<file path="src/rtl/program_loader_if.sv">
// program_loader_if: byte-stream input, program RAM write port and CPU hold/status
// lines between the host receiver, the program loader and the CPU.
interface program_loader_if;
    logic       in_valid;
    logic [7:0] in_data;
    logic       in_ready;
    logic       reload;
    logic       wr_en;
    logic [3:0] wr_addr;
    logic [7:0] wr_data;
    logic       cpu_hold;
    logic       load_done;
    logic       load_err;
    modport slave (
        input  in_valid, in_data, reload,
        output in_ready, wr_en, wr_addr, wr_data, cpu_hold, load_done, load_err
    );
    modport master (
        output in_valid, in_data, reload,
        input  in_ready, wr_en, wr_addr, wr_data, cpu_hold, load_done, load_err
    );
endinterface

</file>
<file path="src/rtl/program_loader.sv">
// program_loader: loads a sync-framed, checksummed program image into the program store
// and keeps the CPU held until a valid image has been written.
module program_loader #(
    parameter int         DEPTH     = 16,
    parameter logic [7:0] SYNC_BYTE = 8'hA5,
    parameter int         TIMEOUT   = 1023
) (
    input logic            clk,
    input logic            rst,
    program_loader_if.slave bus
);
    localparam int AW = $clog2(DEPTH);
    localparam int TW = $clog2(TIMEOUT + 1);
    localparam logic [AW-1:0] LAST = AW'(DEPTH - 1);
    localparam logic [TW-1:0] TMAX = TW'(TIMEOUT);
    localparam logic [TW-1:0] TNEAR = TW'(TIMEOUT - 1);
    localparam logic [1:0] S_SYNC  = 2'd0;
    localparam logic [1:0] S_LOAD  = 2'd1;
    localparam logic [1:0] S_CHECK = 2'd2;
    localparam logic [1:0] S_RUN   = 2'd3;

    logic [1:0]    state;
    logic [AW-1:0] count;
    logic [7:0]    acc;
    logic [TW-1:0] tmo;
    logic          accept;
    logic [7:0]    sum;

    assign bus.in_ready = state != S_RUN;
    assign bus.cpu_hold = state != S_RUN;
    assign accept       = bus.in_valid && bus.in_ready;
    assign sum          = acc + bus.in_data;

    always_ff @(posedge clk) begin
        if (rst) begin
            state         <= S_SYNC;
            count         <= '0;
            acc           <= '0;
            tmo           <= '0;
            bus.wr_en     <= 1'b0;
            bus.wr_addr   <= '0;
            bus.wr_data   <= '0;
            bus.load_done <= 1'b0;
            bus.load_err  <= 1'b0;
        end else begin
            bus.wr_en     <= accept && state == S_LOAD;
            bus.load_done <= 1'b0;
            if (accept && state == S_LOAD) begin
                bus.wr_addr <= count;
                bus.wr_data <= bus.in_data;
            end
            case (state)
                S_SYNC: if (accept && bus.in_data == SYNC_BYTE) begin
                    state        <= S_LOAD;
                    count        <= '0;
                    acc          <= '0;
                    tmo          <= '0;
                    bus.load_err <= 1'b0;
                end
                S_LOAD, S_CHECK: begin
                    if (accept) begin
                        tmo <= '0;
                        if (state == S_LOAD) begin
                            acc   <= sum;
                            count <= count + 1'b1;
                            state <= count == LAST ? S_CHECK : S_LOAD;
                        end else begin
                            state         <= sum == '0 ? S_RUN : S_SYNC;
                            bus.load_done <= sum == '0;
                            bus.load_err  <= sum != '0;
                        end
                    end else if (tmo == TNEAR) begin
                        // counter parks at TIMEOUT and stays idle until the next frame starts
                        state        <= S_SYNC;
                        bus.load_err <= 1'b1;
                        count        <= '0;
                        tmo          <= TMAX;
                    end else begin
                        tmo <= tmo + 1'b1;
                    end
                end
                S_RUN: if (bus.reload) state <= S_SYNC;
                default: state <= S_SYNC;
            endcase
        end
    end
endmodule

</file>
<file path="src/flat_wrapper.sv">
// flat-port wrapper written by rule: the top's interface ports become plain ports
module program_loader_flat 
#(
    parameter int         DEPTH     = 16,
    parameter logic [7:0] SYNC_BYTE = 8'hA5,
    parameter int         TIMEOUT   = 1023
)
  (clk, rst, bus_in_valid, bus_in_data, bus_reload, bus_in_ready, bus_wr_en, bus_wr_addr, bus_wr_data, bus_cpu_hold, bus_load_done, bus_load_err);
  program_loader_if bus_i ();
  input logic clk;
  input logic rst;
  input wire logic [$bits(bus_i.in_valid)-1:0] bus_in_valid;
  input wire logic [$bits(bus_i.in_data)-1:0] bus_in_data;
  input wire logic [$bits(bus_i.reload)-1:0] bus_reload;
  output wire logic [$bits(bus_i.in_ready)-1:0] bus_in_ready;
  output wire logic [$bits(bus_i.wr_en)-1:0] bus_wr_en;
  output wire logic [$bits(bus_i.wr_addr)-1:0] bus_wr_addr;
  output wire logic [$bits(bus_i.wr_data)-1:0] bus_wr_data;
  output wire logic [$bits(bus_i.cpu_hold)-1:0] bus_cpu_hold;
  output wire logic [$bits(bus_i.load_done)-1:0] bus_load_done;
  output wire logic [$bits(bus_i.load_err)-1:0] bus_load_err;
  assign bus_i.in_valid = bus_in_valid;
  assign bus_i.in_data = bus_in_data;
  assign bus_i.reload = bus_reload;
  assign bus_in_ready = bus_i.in_ready;
  assign bus_wr_en = bus_i.wr_en;
  assign bus_wr_addr = bus_i.wr_addr;
  assign bus_wr_data = bus_i.wr_data;
  assign bus_cpu_hold = bus_i.cpu_hold;
  assign bus_load_done = bus_i.load_done;
  assign bus_load_err = bus_i.load_err;
  program_loader #(.DEPTH(DEPTH), .SYNC_BYTE(SYNC_BYTE), .TIMEOUT(TIMEOUT)) u_core (.clk(clk), .rst(rst), .bus(bus_i));
endmodule
</file>
<file path="config.mk">
export PLATFORM = sky130hd
export DESIGN_NAME = program_loader_flat
export DESIGN_NICKNAME = d
export VERILOG_FILES = /design/src/rtl/program_loader_if.sv /design/src/rtl/program_loader.sv /design/src/flat_wrapper.sv
export SDC_FILE = /design/constraint.sdc
export NUM_CORES = 1
export LEC_CHECK = 0
export CAP_MARGIN = 20
export CORE_ASPECT_RATIO = 0.5
export CORE_UTILIZATION = 50
export CTS_CLUSTER_SIZE = 28
export DETAILED_ROUTE_END_ITERATION = 10
export PLACE_DENSITY = 0.84
export SYNTH_ARGS = -nofsm -noshare
export SYNTH_HDL_FRONTEND = slang
export SYNTH_SLANG_ARGS = --single-unit
</file>
<file path="constraint.sdc">
create_clock -name clk -period 2.6 [get_ports clk]
set_clock_uncertainty 0.05 [all_clocks]
set_input_delay 0.52 -clock clk [delete_from_list [all_inputs] [get_ports clk]]
set_output_delay 0.52 -clock clk [all_outputs]
set_load 0.01 [all_outputs]
</file>
==> summary.txt <==
Synthesis
  • Synth Net Count: between 300 and 400
  • Mapped Area: ~2300 um^2
  • EDFF count, synth: 0
  • Cell variety after synth: 52
  • Yosys warnings: 0
  • Register area share after synthesis: 34.6%
  • Syn Inst Count: approximately 280
  • Avg Cell Area, Syn: approximately 8.0 um^2
  • Dominant synthesized flop cell: dfxtp_1
  • Area leader, netlist: dfxtp_1
  • Top area cells in the synthesized netlist: dfxtp_1, a21oi_1, ha_1
  • Asr flop ratio synth: 0%
  • Yosys reg bits: 39
  • Post-synth top area share: between 30% and 40%
  • Dominant cell by count in the synthesized netlist: dfxtp_1
  • Top cells by count, synth: dfxtp_1, nand2_1, a21oi_1, nor2_1, o21ai_0

Cells and area
  • Filler instances: 260
  • Antenna Cells: 0
  • Total area of sequential cells: a little under 800 um^2
  • Area grow syn2layout: 36.4%
  • Nets: roughly 370
  • Multi-input logic area: roughly 1500 um^2
  • Final cell count without fillers: approximately 400
  • Share of layout cells above drive strength 1: between 20% and 30%

Detailed routing
  • Routed Antenna Nets: 0
  • DR vias/cell: 5.95
  • Via Count: 2374
  • WL per Instance: 16.0 um
  • Pre-antenna DRT Iters: 5
  • DRC viols: 0
  • 1st-iter DRT viols: around 200
  • Total Wirelength: between 6 and 7 mm

Global route
  • Number of global-route vias before repair: between 2000 and 2500
  • GRT Util Overall: 26.3%
  • Total gr overflow: 0
  • Antenna violations before repair: 0
  • Largest net degree at the start of global routing: 20
  • First-pass GRT wire length: about 10 mm

Floorplan
  • FP Rows: 16
  • Total Die Area: ~4800 um^2
  • IO Count: 29
  • Die H: between 40 and 50 um
  • Die Wd: about 97 um
  • Initial Utilization: between 50 and 60%
  • Core footprint: 4100 um^2

Timing
  • Worst relative slew slack: between 50% and 60%
  • Final setup margin: 0.0373 ns
  • Fin crit share: just under 100%
  • Final Critical Period: roughly 2.6 ns
  • Fmax: slightly below 400 MHz
  • Max Transition Viols Final: 0
  • Tightest Pin Transition: approximately 0.64 ns
  • Setup violators final: 0
  • RSZ-0062 raised after global routing: no
  • Hold Fails Final Rpt: 0

Run status
  • Outcome: finished clean

Placed design
  • Setup WS pre-CTS: -0.498 ns
  • I/O Buffers: 28
  • Final HPWL DP: approximately 4.5 mm
  • RePlAce Congestion: about 0.9
  • Placed Cells: 390

Critical path
  • WS Path Type: input port to register
  • CP Max Fanout: 4
  • Crit path DAT: around 2.7 ns
  • Crit start category: input port
  • CP endpoint kind: register
  • Worst EP required: 2.74 ns

Clock network
  • CTS tree: yes
  • Clk Latency, worst-skew pair: about 0.29 ns
  • CTS Root Cell: clkbuf_8
  • CTS clk-pin slew, worst paths: 0.08 ns
  • Clock buffer depth: 2
  • H-tree levels: 2
  • CTS Buf Count: 5
  • CTS Sinks: 39

Hold path
  • Hold Crit Class: register to register

Power and ir drop
  • Pwr per Cell Area: 421 nW/um^2
  • Worst VDD drop: 0.290 mV
  • P_leak: 1.19 nW

Job
  • Max Cap Viol: 0
## state kept, by name, summed over array words and instances (netlist names)
name,count
u_core.bus.wr_addr,4
u_core.bus.wr_data,8
u_core.tmo,10
u_core.bus.wr_en,1
u_core.bus.load_err,1
u_core.state,2
u_core.count,4
u_core.acc,8
u_core.bus.load_done,1
## power by group
part / switching [mW] / internal (mW) / total [mW]
registers: 0.00332 / 0.602 / 0.605
clock network: 0.225 / 0.282 / 0.506
logic: 0.0967 / 0.0868 / 0.184
total: 0.325 / 0.970 / 1.29
## per-layer routing
metal,routed length [um],vias up,global-route usage (%)
met4,182,0,11.4
met2,3170,99,48.6
met3,377,24,5.53
li1,-,1140,-
met5,0,-,0
met1,2660,1111,29.8
## repair_timing
item	4_1_cts	5_1_grt
hold buffers	0	0
endpoints found under the setup margin	6	8
gates cloned	0	0
pin swaps	7	4
setup buffers	2	0
resized for setup	10	11
## final timing paths
| path | startpoint | endpoint | slack, ns | depth (start not counted) |
|---|---|---|---|---|
| setup / recovery | bus_in_data[6] | u_core.bus.load_err$_SDFFE_PP0P_ | 0.04 | 8 |
| hold / removal | u_core.bus.wr_addr[0]$_SDFFE_PP0P_ | u_core.bus.wr_addr[0]$_SDFFE_PP0P_ | 0.41 | 2 |
| setup reg to reg | u_core.state[0]$_SDFFE_PP0P_ | u_core.tmo[4]$_SDFFE_PP0P_ | 0.22 | 7 |
| hold reg to reg | u_core.bus.wr_addr[0]$_SDFFE_PP0P_ | u_core.bus.wr_addr[0]$_SDFFE_PP0P_ | 0.41 | 2 |
## cells in the final DEF, fill, tap and decap left out, drive strengths merged, types with 2 or more instances in the layout
cell type,netlist,layout
a211o,3,3
dlymetal6s2s,0,2
nor2,19,19
nor3,9,9
and2,2,2
nand2b,4,4
dfxtp,39,39
clkdlybuf4s50,0,24
nand2,40,40
nor2b,7,7
o41ai,2,2
nand3,14,14
and3,5,5
o21a,2,2
or3,2,2
a211oi,2,2
mux2i,2,2
o2bb2ai,2,2
nor3b,3,3
ha,14,14
o311ai,2,2
o21ai,18,18
inv,11,11
buf,3,41
nand4,4,4
or2,3,3
nor4bb,2,2
clkbuf,9,6
dlygate4sd2,0,2
a221oi,2,2
a21oi,38,38
a21o,3,3
xor2,2,2
## critical path, cell delays in order
cell and delay, ns:
clkdlybuf4s50_1 0.47, ha_1 0.33, nand2_1 0.08, or4b_4 0.49
and3_4 0.21, nor3_4 0.25, nand3_2 0.10, a41o_1 0.25
## through the flow
stage	instance area (um^2)	utilization, %	total power, mW	hold WS [ns]	setup TNS, ns
6_report	3080	75.0	1.29	0.407	0
5_1_grt	3080	75.0	1.34	0.441	0
4_1_cts	3010	73.4	1.29	0.410	-0.00912
3_5_place_dp	2860	69.7	0.785	0.400	-4.76
3_3_place_gp	2860	69.7	0.780	0.391	-3.29
2_1_floorplan	2260	-	0.701	0.386	0
## layout make-up
type | instances | area share [%]
inverters | 11 | 1.34
well taps | 54 | 2.20
clock buffers | 6 | 2.36
flip-flops and latches | 39 | 25.4
multi-input cells | 219 | 48.2
repair buffers | 69 | 19.6
clock inverters | 1 | 0.976
## logic make-up after synthesis
logic type               count (synthesis)  synth area share (%)
multiplexers                             2                 0.887
XOR/XNOR                                 2                 0.776
AO/OA/AOI/OAI                           81                  23.3
AND/OR/NAND/NOR                        119                  27.7
adder cells (fa/ha/maj)                 15                  8.65
flip-flops                              39                  34.6
buffers and inverters                   23                  4.10
Note: power is estimated with default switching activity, not from simulation.
